File: src/rtl/serial_adder_pkg.sv
// serial_adder_pkg: shared state encoding and default width for the serial add/subtract controller
package serial_adder_pkg;
  typedef enum logic [1:0] {
    IDLE  = 2'd0,
    LOAD  = 2'd1,
    SHIFT = 2'd2,
    DONE  = 2'd3
  } state_t;
  localparam int WIDTH_DEF = 8;
endpackage

File: src/rtl/serial_adder_controller_fa.sv
// serial_full_adder: one-bit adder with registered carry and combinational sum
module serial_full_adder (
  input  logic clk,
  input  logic rst,
  input  logic init,
  input  logic init_val,
  input  logic en,
  input  logic a,
  input  logic b,
  output logic s,
  output logic c,
  output logic c_next
);
  assign s = a ^ b ^ c;
  assign c_next = (a & b) | (a & c) | (b & c);
  always_ff @(posedge clk or posedge rst)
    if (rst) c <= 1'b0;
    else if (init) c <= init_val;
    else if (en) c <= c_next;
endmodule

File: src/rtl/serial_adder_controller.sv
// serial_adder_controller: sequences two operand shift registers and adds/subtracts their bits LSB-first
module serial_adder_controller
  import serial_adder_pkg::*;
#(
  parameter int WIDTH = WIDTH_DEF
) (
  input  logic             clk,
  input  logic             rst,
  input  logic             start,
  input  logic             sub,
  input  logic             a_sout,
  input  logic             b_sout,
  output logic             sr_mode,
  output logic             busy,
  output logic             done,
  output logic [WIDTH-1:0] sum,
  output logic             cout,
  output logic             ovf
);
  localparam int CW = $clog2(WIDTH) + 1;
  localparam logic [CW-1:0] LAST = CW'(WIDTH - 1);
  state_t state;
  logic [CW-1:0] count;
  logic sub_l, s, c, c_next;
  serial_full_adder u_fa (
    .clk(clk), .rst(rst),
    .init(state == LOAD), .init_val(sub_l),
    .en(state == SHIFT),
    .a(a_sout), .b(b_sout ^ sub_l),
    .s(s), .c(c), .c_next(c_next)
  );
  // sum is the result shift register itself, so it holds until the next SHIFT edges
  always_ff @(posedge clk or posedge rst) begin
    if (rst) begin
      state <= IDLE;
      count <= '0;
      sub_l <= 1'b0;
      sr_mode <= 1'b0;
      busy <= 1'b0;
      done <= 1'b0;
      sum <= '0;
      cout <= 1'b0;
      ovf <= 1'b0;
    end else begin
      done <= 1'b0;
      case (state)
        IDLE, DONE: begin
          state <= start ? LOAD : IDLE;
          busy <= start;
          if (start) sub_l <= sub;
        end
        LOAD: begin
          state <= SHIFT;
          count <= '0;
          sr_mode <= 1'b1;
        end
        SHIFT: begin
          sum <= {s, sum[WIDTH-1:1]};
          count <= count + 1'b1;
          if (count == LAST) begin
            state <= DONE;
            sr_mode <= 1'b0;
            busy <= 1'b0;
            done <= 1'b1;
            cout <= c_next;
            ovf <= c ^ c_next;
          end
        end
      endcase
    end
  end
endmodule

File: config.mk
export PLATFORM = sky130hd
export DESIGN_NAME = serial_adder_controller
export DESIGN_NICKNAME = d
export VERILOG_FILES = /design/src/rtl/serial_adder_pkg.sv /design/src/rtl/serial_adder_controller_fa.sv /design/src/rtl/serial_adder_controller.sv
export SDC_FILE = /design/constraint.sdc
export NUM_CORES = 1
export LEC_CHECK = 0
export BUFFER_PORTS_ARGS = -buffer_cell sky130_fd_sc_hd__clkbuf_2
export CAP_MARGIN = 30
export CORE_ASPECT_RATIO = 1.25
export CORE_UTILIZATION = 52
export DETAILED_ROUTE_END_ITERATION = 8
export PLACE_DENSITY = 0.76
export SETUP_SLACK_MARGIN = 0.15
export SLEW_MARGIN = 15
export SYNTH_ARGS = -nofsm -noshare
export SYNTH_HDL_FRONTEND = slang
export SYNTH_SLANG_ARGS = --single-unit
File: constraint.sdc
create_clock -name clk -period 1.7 [get_ports clk]
set_input_delay 0.34 -clock clk [delete_from_list [all_inputs] [get_ports clk]]
set_output_delay 0.34 -clock clk [all_outputs]
set_load 0.05 [all_outputs]
==> out/qor.yml, run 1 <==
gr-usage-all-layers: 0.183
slew_headroom: 0.813
clock_latency_ns: 0.29
worstSetupEndpointType: "flop"
synth_area_um2: 941
final_cells: 121
area_delta_synth_final_pct: 15.4
slew_violations: 0
crit_arrival_ns: 1.68
ys_ff_latch: 21
fin_nets: 114
vias_per_cell: 5.37
setup_violations: 0
synth_warnings: 0
hp-class: "in2async"
cts.clk_slew.worst_paths_ns: 0.10
run_status: "completed"
cp-start-kind: "flop"
core_area_um2: 1620
std_cell_rows: 16
htree_levels: 1
tightest_slew_ns: 0.282
cts_max_path_buffers: 2
drtIter0Drc: 6
ios: 19
firstDrtPassIters: 4
yosysSeqAreaShare: 0.559
reg2reg_from: "state[0]$_DFFE_PP0P_"
regToRegSetupSlack_ns: 0.22
cts_buffers: 3
period_share: 0.873
tns_ns: 0
maxCapViolations: 0
clock_sinks: 21
antenna_left: 0
vias: 650
drive_above_1_share: 0.359
clock-root-buffer: "clkbuf_4"
r2r_end: "count[2]$_DFFE_PP0P_"
p_int_mw: 1.23
syn_area_per_cell_um2: 11.5
synth_fp_nets: 92
place_congestion: 0.752
p_leak_nw: 0.540
dp_hpwl_um: 1070
place_inst: 117
crit_type: "reg2reg"
overflow: 0
wire_per_inst_um: 11.6
ys_types: 21
required_ns: 1.89
utilization: 0.670
layout_commonest_cell: "dfrtp_1"
hold_violations: 0
layout_common_cells: "dfrtp_1 (21), clkbuf_2 (18), nand2_1 (10), mux2_2 (10), inv_1 (9)"
synthCells: 82
dieArea_um2: 1980
drt-total-wl_um: 1400
swShare: 0.461
pwr-share-comb: 0.541
antenna_found_initial: 0
finClkSkew_ns: 0.00119
grt_pass1_wl_um: 2540
drc: 0
final.min_clock_period_ns: 1.48
switching_power_mw: 1.05
total_power_mw: 2.28
ff2ff_path_depth: 5
io_buffers: 18
grt_max_degree: 22
seqPwrFrac: 0.360
diodes: 0
max-vdd-ir-drop_mv: 1.61
crit_fanout: 11
grt_pass1_vias: 640
die_height_um: 49.6
cts_tree: "built"
max_freq_mhz: 674
start_util: 0.580
grt_setup_unrepaired: "no"
p_clk_frac: 0.100
fp.dieW_um: 40.0
power_density_nw_per_um2: 2100
post-cts-setup-buffers: 0
[layout make-up]
type                            instances  area, um2
Tap cell                               18       22.5
Timing Repair Buffer                   20        105
Inverter                                9       33.8
Fill cell                             130        536
Sequential cell                        21        526
Clock buffer                            4       26.3
Multi-Input combinational cell         49        373
[what timing repair did]
item,CTS,global route
setup endpoints to repair,1,1
hold buffers,0,0
resized for setup,1,1
pin swaps,0,0
[cell usage after synthesis]
cell,instances,area (um2)
dfrtp_1,21,526
mux2_2,10,113
nand2_1,10,37.5
inv_1,9,33.8
o21ai_0,7,35.0
buf_2,3,15.0
ha_1,3,37.5
a21oi_1,2,10.0
nand2b_1,2,12.5
nand3_1,2,10.0
nor2_1,2,7.51
o21ai_1,2,10.0
a22o_2,1,10.0
fa_1,1,20.0
mux2i_1,1,10.0
nand3_2,1,10.0
nand4b_1,1,8.76
nor3b_1,1,7.51
or4b_1,1,10.0
xnor2_1,1,8.76
xor2_1,1,8.76
[state kept, by name, indices dropped and copies added, names as in the netlist]
signal,count
busy,1
count,4
cout,1
done,1
ovf,1
sr_mode,1
state,2
sub_l,1
sum,8
u_fa.c,1
[worst max-delay path, stage by stage, from the launching register on]
cell and delay, ns:
dfrtp_1 0.39, inv_1 0.05, ha_2 0.41, nor2_1 0.07
mux2_2 0.26, a22o_2 0.20
[power groups by stage]
stage               Combinational [mW]  Clock, mW  Sequential, mW
floorplan                        0.602          0            1.20
global placement                  1.19          0           0.820
detailed placement                1.23          0           0.832
CTS                               1.24      0.239           0.821
global route                      1.34      0.275           0.851
finish                            1.23      0.227           0.819
[cell families (layout without fill, tap and decap cells)]
kind of cell             after synthesis  after routing  share of synthesized area
AO/OA/AOI/OAI                         12             12                     0.0691
XOR/XNOR                               2              2                     0.0186
adder cells (fa/ha/maj)                4              4                     0.0612
buffers and inverters                 12             33                     0.0519
flip-flops                            21             21                      0.559
multiplexers                          11             11                      0.130
AND/OR/NAND/NOR                       20             20                      0.110
[per-stage QoR]
step | hold slack (ns) | setup slack [ns] | cell area (um2)
6_report | 0.0298 | 0.216 | 1090
5_1_grt | 0.0384 | 0.174 | 1090
4_1_cts | 0.0324 | 0.214 | 1080
3_5_place_dp | 0.363 | 0.156 | 1050
3_3_place_gp | 0.360 | 0.233 | 1050
2_1_floorplan | 0.317 | 0.276 | 941
[worst max-delay path by stage]
stage,startpoint,endpoint,slack [ns],cells past startpoint
6_report,state[0]$_DFFE_PP0P_,count[2]$_DFFE_PP0P_,0.22,5
5_1_grt,state[0]$_DFFE_PP0P_,count[2]$_DFFE_PP0P_,0.17,5
4_1_cts,state[0]$_DFFE_PP0P_,count[2]$_DFFE_PP0P_,0.21,5
3_5_place_dp,state[0]$_DFFE_PP0P_,count[2]$_DFFE_PP0P_,0.16,5
3_3_place_gp,state[0]$_DFFE_PP0P_,count[2]$_DFFE_PP0P_,0.23,5
2_1_floorplan,state[0]$_DFFE_PP0P_,count[2]$_DFFE_PP0P_,0.28,6
[metal layers]
| layer | GRT usage | share of wire |
|---|---|---|
| met5 | 0 | 0 |
| met4 | 0.0690 | 0.012 |
| met3 | 0.0270 | 0.030 |
| met2 | 0.320 | 0.52 |
| met1 | 0.210 | 0.44 |
Power figures use the tool's default switching activity.
==> run 2: changes to the inputs <==
--- a/config.mk
+++ b/config.mk
@@ -8,9 +8,9 @@
 export BUFFER_PORTS_ARGS = -buffer_cell sky130_fd_sc_hd__clkbuf_2
 export CAP_MARGIN = 30
 export CORE_ASPECT_RATIO = 1.25
-export CORE_UTILIZATION = 52
+export CORE_UTILIZATION = 47
 export DETAILED_ROUTE_END_ITERATION = 8
-export PLACE_DENSITY = 0.76
+export PLACE_DENSITY = 0.73
 export SETUP_SLACK_MARGIN = 0.15
 export SLEW_MARGIN = 15
 export SYNTH_ARGS = -nofsm -noshare
==> constraint.sdc (replaced) <==
create_clock -name clk -period 1.27 [get_ports clk]
set_input_delay 0.254 -clock clk [delete_from_list [all_inputs] [get_ports clk]]
set_output_delay 0.254 -clock clk [all_outputs]
set_load 0.05 [all_outputs]
==> run 2 against run 1 <==
  * The flow now finishes with violations (negative setup slack)
  * Clock power up 42%
  * Core utilization up 20 points
  * Flip-flop and latch count unchanged
  * Sequential share of layout area down 15 points
  * Register-to-register slack worse by 0.29 ns
  * Fmax up 10%
  * Critical path depth decreased by 1
  * Die area rose by 10%
  * Highest routed layer unchanged
==> out/qor.yml, run 2 (synthesis results as in run 1) <==
max_freq_mhz: 742
switching_power_mw: 1.91
seqPwrFrac: 0.236
cts.clk_slew.worst_paths_ns: 0.12
grt_pass1_wl_um: 3670
drc: 0
area_delta_synth_final_pct: 68.7
crit_family: "flip-flops"
p_leak_nw: 0.797
clock_sinks: 21
hold_violations: 0
crit_type: "reg2reg"
critPathBufInv: 0
largest_reg_flops: 8
overflow: 0
core_area_um2: 1830
wire_per_inst_um: 15.3
p_clk_frac: 0.067
setup_violations: 7
path_cells: "ha_4 -> nor2_2 -> mux2_4 -> a22o_2"
swShare: 0.396
pwr-share-comb: 0.697
drt-total-wl_um: 2360
regArea_um2: 526
ios: 19
cts_buffers: 3
multiInputGateArea_um2: 468
start_util: 0.514
tightest_slew_ns: 0.276
htree_levels: 1
gr-usage-all-layers: 0.232
reg2reg_from: "state[1]$_DFFE_PP0P_"
final.min_clock_period_ns: 1.35
clock-root-buffer: "clkbuf_4"
die_height_um: 52.0
hold_depth: 2
maxCapViolations: 0
cts_tree: "built"
crit_arrival_ns: 1.55
violations: "negative setup slack"
hold_ws_ns: 0.188
place_congestion: 0.680
regToRegSetupSlack_ns: -0.08
crit_fanout: 5
cp-start-kind: "flop"
dp_hpwl_um: 1260
tns_ns: -0.197
slew_headroom: 0.815
dpl_worst_slack_ns: -0.0571
required_ns: 1.47
fin_nets: 146
vias_per_cell: 5.14
worstSetupEndpointType: "flop"
diodes: 0
hp-start: "sub"
layout_commonest_cell: "buf_4"
clock_latency_ns: 0.31
top_regs: "sum (8), count (4), state (2)"
largest-register: "sum"
cts_max_path_buffers: 2
fillerInstances: 84
max-vdd-ir-drop_mv: 2.47
antenna_found_initial: 0
drive_above_1_share: 0.585
grt_max_degree: 22
finalWorstSetupSlack_ns: -0.0778
r2r_end: "count[2]$_DFFE_PP0P_"
antenna_left: 0
dieArea_um2: 2190
ff2ff_path_depth: 4
io_buffers: 18
run_status: "finished, violations left"
critPathMaxStageDelay_ns: 0.42
power_density_nw_per_um2: 3040
slowest_stage: "dfrtp_1"
period_share: 1.06
std_cell_rows: 17
total_power_mw: 4.82
layout_common_cells: "buf_4 (29), dfrtp_1 (21), buf_8 (13)"
p_int_mw: 2.91
slew_violations: 0
finClkSkew_ns: 0.00891
firstDrtPassIters: 4
hp-class: "in2reg"
hold-path-endpoint: "sub_l$_DFFE_PP0P_"
drtIter0Drc: 9
vias: 792
grt_pass1_vias: 841
grt_setup_unrepaired: "yes"
fp.dieW_um: 42.0
critPathLaunch: "state[1]$_DFFE_PP0P_"
==> run 2: cell count changes in the layout (fill, tap and decap cells not counted), moves of 5 or more <==
cell      before  now
mux2_4         0    9
mux2_2        10    1
buf_8          0   13
o21ai_0        7    0
clkbuf_2      18    5
buf_4          2   29
o21ai_1        1    6
==> run 2: through the flow <==
step | cells | util | area [um2]
detailed placement | 128 | 0.648 | 1180
floorplan | 82 | - | 1010
CTS | 146 | 0.809 | 1480
global route | 154 | 0.868 | 1590
global placement | 128 | 0.648 | 1180
finish | 154 | 0.868 | 1590
==> run 2: how the worst max path moves through the flow <==
stage,endpoint,depth (start not counted)
floorplan,count[2]$_DFFE_PP0P_,6
global placement,count[2]$_DFFE_PP0P_,4
detailed placement,u_fa.c$_DFFE_PP0P_,5
CTS,count[2]$_DFFE_PP0P_,4
global route,count[2]$_DFFE_PP0P_,4
finish,count[2]$_DFFE_PP0P_,4
==> run 2: what timing repair did <==
action	CTS	global route
hold buffers	1	0
resized for setup	41	18
endpoints found under the setup margin	34	34
hold endpoints to repair	21	0
gates cloned	0	0
pin swaps	6	5
setup buffers	13	8
==> run 2: cell type report <==
class,count,share of cell area
Inverter,9,0.0213
Multi-Input combinational cell,49,0.295
Sequential cell,21,0.331
Tap cell,19,0.0150
Clock buffer,4,0.0165
Timing Repair Buffer,52,0.322
==> run 2: layer usage <==
layer  global-route usage  vias up  share of wire
met5                    0        -              0
met1                0.250      388           0.38
met2                0.438       22           0.56
met4                0.135        0          0.030
li1                     -      376              -
met3               0.0243        6          0.031
==> run 2: power groups by stage <==
stage	combinational [mW]	clock (mW)	sequential, mW
final	3.36	0.322	1.14
after global routing	3.56	0.349	1.17
after floorplan	1.06	0	1.62
after global placement	2.11	0	1.10
after CTS	2.87	0.330	1.09
after detailed placement	2.17	0	1.11
